**config.mk**
```make
export PLATFORM = sky130hd
export DESIGN_NAME = vga_timing_gen
export DESIGN_NICKNAME = d
export VERILOG_FILES = /design/src/rtl/vga_timing_gen.sv
export SDC_FILE = /design/constraint.sdc
export NUM_CORES = 1
export LEC_CHECK = 0
export BUFFER_PORTS_ARGS = -buffer_cell sky130_fd_sc_hd__buf_2
export CORE_ASPECT_RATIO = 1.1
export CORE_MARGIN = 8
export CORE_UTILIZATION = 45
export CTS_CLUSTER_SIZE = 40
export DETAILED_ROUTE_END_ITERATION = 7
export PLACE_DENSITY = 0.7
export RECOVER_POWER = 100
export REMOVE_ABC_BUFFERS = 1
export SLEW_MARGIN = 20
export SYNTH_ARGS = -nofsm -noshare
export SYNTH_HDL_FRONTEND = slang
export SYNTH_SLANG_ARGS = --single-unit
```
**constraint.sdc**
```tcl
create_clock -name clk -period 5.5 [get_ports clk]
set_clock_uncertainty 0.15 [all_clocks]
set_input_delay 1.375 -clock clk [delete_from_list [all_inputs] [get_ports clk]]
set_output_delay 1.375 -clock clk [all_outputs]
set_load 0.05 [all_outputs]
```
**src/rtl/vga_timing_gen.sv**
```systemverilog
// VGA raster timing generator.
// Divides the system clock into a pixel tick, runs the horizontal and
// vertical raster counters, and produces sync, display-enable, line/frame
// markers and a completed-frame count. Every output is a flop loaded from
// the next-state counter values, so sync and enable never skew against x/y.
module vga_timing_gen #(
  parameter int CLK_DIV  = 2,
  parameter int H_ACTIVE = 640,
  parameter int H_FP     = 16,
  parameter int H_SYNC   = 96,
  parameter int H_BP     = 48,
  parameter int V_ACTIVE = 480,
  parameter int V_FP     = 10,
  parameter int V_SYNC   = 2,
  parameter int V_BP     = 33,
  parameter int HS_POL   = 0,
  parameter int VS_POL   = 0,
  parameter int CW       = 11,
  parameter int FW       = 16
) (
  input  logic          clk,
  input  logic          rst,
  input  logic          en,
  output logic          hs,
  output logic          vs,
  output logic [CW-1:0] x,
  output logic [CW-1:0] y,
  output logic          de,
  output logic          pix_tick,
  output logic          line_start,
  output logic          frame_start,
  output logic [FW-1:0] frame_cnt
);

  localparam int H_TOTAL  = H_ACTIVE + H_FP + H_SYNC + H_BP;
  localparam int V_TOTAL  = V_ACTIVE + V_FP + V_SYNC + V_BP;
  localparam int HS_START = H_ACTIVE + H_FP;
  localparam int HS_END   = H_ACTIVE + H_FP + H_SYNC;
  localparam int VS_START = V_ACTIVE + V_FP;
  localparam int VS_END   = V_ACTIVE + V_FP + V_SYNC;
  // A divide-by-1 still needs a one-bit divider register to stay legal.
  localparam int DW       = (CLK_DIV > 1) ? $clog2(CLK_DIV) : 1;

  localparam logic HS_ON  = (HS_POL != 0);
  localparam logic VS_ON  = (VS_POL != 0);

  logic [DW-1:0] div;
  logic          tick;
  logic          x_end;
  logic          y_end;
  logic [CW-1:0] x_nxt;
  logic [CW-1:0] y_nxt;
  logic          de_nxt;
  logic          hs_nxt;
  logic          vs_nxt;

  assign tick  = en && (div == DW'(CLK_DIV - 1));
  assign x_end = (x == CW'(H_TOTAL - 1));
  assign y_end = (y == CW'(V_TOTAL - 1));

  // Next-state raster position: x steps on each tick, y steps on each x wrap.
  always_comb begin
    x_nxt = x;
    y_nxt = y;
    if (tick) begin
      x_nxt = x_end ? '0 : x + CW'(1);
      if (x_end) begin
        y_nxt = y_end ? '0 : y + CW'(1);
      end
    end
  end

  // Decode sync and enable from the next-state position so they land with x/y.
  always_comb begin
    de_nxt = (x_nxt < CW'(H_ACTIVE)) && (y_nxt < CW'(V_ACTIVE));
    hs_nxt = ((x_nxt >= CW'(HS_START)) && (x_nxt < CW'(HS_END))) ? HS_ON : ~HS_ON;
    vs_nxt = ((y_nxt >= CW'(VS_START)) && (y_nxt < CW'(VS_END))) ? VS_ON : ~VS_ON;
  end

  // Pixel divider: counts clocks within a pixel period, parked at 0 when idle.
  always_ff @(posedge clk or negedge rst) begin
    if (!rst) begin
      div <= '0;
    end else if (!en) begin
      div <= '0;
    end else begin
      div <= tick ? '0 : div + DW'(1);
    end
  end

  // Raster counters and their registered decodes; disabling parks at (0,0) idle.
  always_ff @(posedge clk or negedge rst) begin
    if (!rst) begin
      x  <= '0;
      y  <= '0;
      de <= 1'b0;
      hs <= ~HS_ON;
      vs <= ~VS_ON;
    end else if (!en) begin
      x  <= '0;
      y  <= '0;
      de <= 1'b0;
      hs <= ~HS_ON;
      vs <= ~VS_ON;
    end else begin
      x  <= x_nxt;
      y  <= y_nxt;
      de <= de_nxt;
      hs <= hs_nxt;
      vs <= vs_nxt;
    end
  end

  // Pixel/line/frame pulses and the completed-frame count, which survives en=0.
  always_ff @(posedge clk or negedge rst) begin
    if (!rst) begin
      pix_tick    <= 1'b0;
      line_start  <= 1'b0;
      frame_start <= 1'b0;
      frame_cnt   <= '0;
    end else if (!en) begin
      pix_tick    <= 1'b0;
      line_start  <= 1'b0;
      frame_start <= 1'b0;
    end else begin
      pix_tick    <= tick;
      line_start  <= tick && x_end;
      frame_start <= tick && x_end && y_end;
      if (tick && x_end && y_end) begin
        frame_cnt <= frame_cnt + FW'(1);
      end
    end
  end

endmodule

```
==> results.sh <==
export IMPL_path_max_fanout=13
export IMPL_setup_worst_path_start_class="primary input"
export IMPL_synth_distinct_cells=45
export IMPL_path_cells="clkbuf_1 -> nand2_1 -> or4_1 -> nor4_1 -> o22ai_1 -> a221o_1 -> nor4_2"
export IMPL_regArea_um2=1130
export IMPL_setup_viol=0
export IMPL_status="finished, violations left"
export IMPL_ioPinCount=47
export IMPL_grt_pass1_vias=1945
export IMPL_cts_max_path_buffers=2
export IMPL_slew_headroom=-0.544
export IMPL_peakVddDrop_v=0.0000962
export IMPL_place_hpwl_um=4050
export IMPL_syn_mean_instance_area_um2=9.62
export IMPL_vias_per_cell=5.61
export IMPL_leakage_uw=0.00114
export IMPL_drt_iter0_drc=125
export IMPL_postCtsSetupBuffers=0
export IMPL_rows=28
export IMPL_cp_slowest_cell="or4_1"
export IMPL_yosys_register_bits=45
export IMPL_cts_resized=0
export IMPL_io_buffers=46
export IMPL_pre_cts_ws_ps=1790
export IMPL_drc=0
export IMPL_core_area_um2=5260
export IMPL_die_y_um=92.7
export IMPL_crit_type="in -> reg"
export IMPL_grt_first_pass_wirelength_um=9340
export IMPL_antennaDiodeCount=0
export IMPL_ys_dominant_reg_cell="dfrtp_1"
export IMPL_ys_warn_count=0
export IMPL_ant_nets=0
export IMPL_max_slew_worst_pin_slew_ps=2320
export IMPL_cp_end_kind="flop"
export IMPL_clkSlewWorstSetupHoldPaths_ps=80
export IMPL_syn2layout_area_growth_pct=11.7
export IMPL_clk_latency_ps=290
export IMPL_crit_required_ps=5550
export IMPL_dr_pass1_iters=4
export IMPL_timing_final_ws_setup_ps=1720
export IMPL_violations="capacitance limit, slew limit"
export IMPL_wire_per_inst_um=15.7
export IMPL_period_minus_slack_ps=3780
export IMPL_multi_input_area_um2=1190
export IMPL_final_cells=353
export IMPL_place_inst=346
export IMPL_p_per_area_nw_per_um2=209
export IMPL_hold_violations=0
export IMPL_cts_sinks=45
export IMPL_maxSlewViolCount=46
export IMPL_cts_buffers=5
export IMPL_grtUsageTotal=0.145
export IMPL_finalSetupTns_ps=0
export IMPL_antenna_found_initial=0
export IMPL_place_gp_congestion=0.860
export IMPL_ys_seq_area_frac=0.469
export IMPL_maxCapViolations=1
export IMPL_finalNetCount=300
export IMPL_die_area_um2=7940
export IMPL_max_freq_mhz=265
export IMPL_grt_max_degree=46
export IMPL_netlist_area_um2=2400
export IMPL_post_route_util=0.511
export IMPL_synth_edff_count=0
export IMPL_cts_tree="built"
export IMPL_finalCritPeriodShare=0.687
export IMPL_start_util=0.458
export IMPL_rsz0062_at_grt="no"
export IMPL_hp_class="reg -> reg"
export IMPL_wl_um=5540
export IMPL_path_buf_inv=1
export IMPL_cts_hold_buffers=0
export IMPL_overflow=0
export IMPL_synth_cells=250
export IMPL_arrival_ps=3830
export IMPL_die_w_um=85.7
export IMPL_htree_levels=2
export IMPL_vias=1980
export IMPL_cp_top_family="simple AND/OR/NAND/NOR gates"
export IMPL_nFillCells=521
export IMPL_slowest_delay_ps=610
export IMPL_async_flop_share=1.00
export IMPL_root_buffer="clkbuf_8"
export IMPL_drive_gt1_frac=0.0410
==> layer usage <==
metal / vias to the layer above / track usage / wire [um]
met1: 965 / 0.183 / 2480
met3: 6 / 0.0399 / 332
li1: 952 / - / -
met5: - / 0 / 0
met4: 0 / 0.0497 / 70
met2: 57 / 0.235 / 2650
==> per-stage QoR <==
| stage | hold slack, ps | area (um^2) | total power [uW] |
|---|---|---|---|
| global placement | 305 | 2670 | 367 |
| detailed placement | 315 | 2670 | 367 |
| global route | 361 | 2690 | 586 |
| CTS | 325 | 2760 | 569 |
| finish | 319 | 2690 | 561 |
| floorplan | 479 | 2360 | 354 |
==> flip-flops by register name, indices dropped and copies added (netlist names) <==
register / flops
de: 1
div: 1
frame_cnt: 16
frame_start: 1
hs: 1
line_start: 1
pix_tick: 1
vs: 1
x: 11
y: 11
==> synth_stat cells, drive strengths merged (2+ instances only) <==
library cell   n  share of area
and4           4          0.015
xor2          14          0.051
and3          10          0.026
ha             4          0.021
nand3          9          0.019
nor2b          2         0.0052
dfrtp         43           0.45
or4b           2         0.0083
inv            8          0.012
nand4          7          0.018
mux2           2         0.0094
or4            2         0.0094
clkbuf         7          0.011
nand2         31          0.049
and2           7          0.018
nor3b          2         0.0062
a21oi          5          0.010
or3            3         0.0078
nor2          23          0.036
o21ai          6          0.012
a31oi          2         0.0052
xnor2         17          0.062
buf            3         0.0062
nor4bb         2         0.0083
dfstp          2          0.022
mux2i          4          0.017
nor3          10          0.021
nor4           4          0.016
==> worst paths after layout <==
path	end	depth (start not counted)	slack [ps]	start
max	de$_DFF_PN0_	7	1720	en
min	frame_cnt[15]$_DFFE_PN0P_	1	320	frame_cnt[15]$_DFFE_PN0P_
max reg2reg	de$_DFF_PN0_	7	2540	x[1]$_DFF_PN0_
min reg2reg	frame_cnt[15]$_DFFE_PN0P_	1	320	frame_cnt[15]$_DFFE_PN0P_
max in group asynchronous	frame_cnt[11]$_DFFE_PN0P_	1	2260	rst
min in group asynchronous	frame_cnt[10]$_DFFE_PN0P_	1	1630	rst
==> final cells by class <==
type	instances	share of cell area
multi-input combinational	187	0.444
sequential	45	0.420
timing repair buffer	46	0.0643
clock buffer	7	0.0322
tap	60	0.0280
inverter	8	0.0112
==> cells in the final DEF (no fill, tap or decap), drive strengths merged, types with 2 or more instances in the layout <==
cell and count:
dfstp 2, o21ai 6, inv 8, nor4bb 2
xnor2 17, and2 7, dfrtp 43, nor2 23
and3 10, or4 2, nand2 31, nor2b 2
and4 4, xor2 14, a21oi 5, or4b 2
or3 3, nor3b 2, a31oi 2, clkbuf 53
mux2 2, nand3 9, mux2i 4, nor3 10
nand4 7, nor4 4, ha 4
==> kinds of logic after synthesis <==
| kind of cell | Yosys count | synth area share |
|---|---|---|
| simple gates | 123 | 0.279 |
| fa+ha+maj | 4 | 0.0208 |
| xor+xnor | 31 | 0.113 |
| flops | 45 | 0.469 |
| mux | 6 | 0.0260 |
| buf+inv | 18 | 0.0297 |
| compound gates | 23 | 0.0619 |
==> power breakdown <==
group	switching (uW)	total, uW	internal (uW)
Combinational	18.8	22.7	3.92
Sequential	2.96	336	333
Clock	103	203	99.7
Total	125	561	437
(Power assumes the default switching activity.)
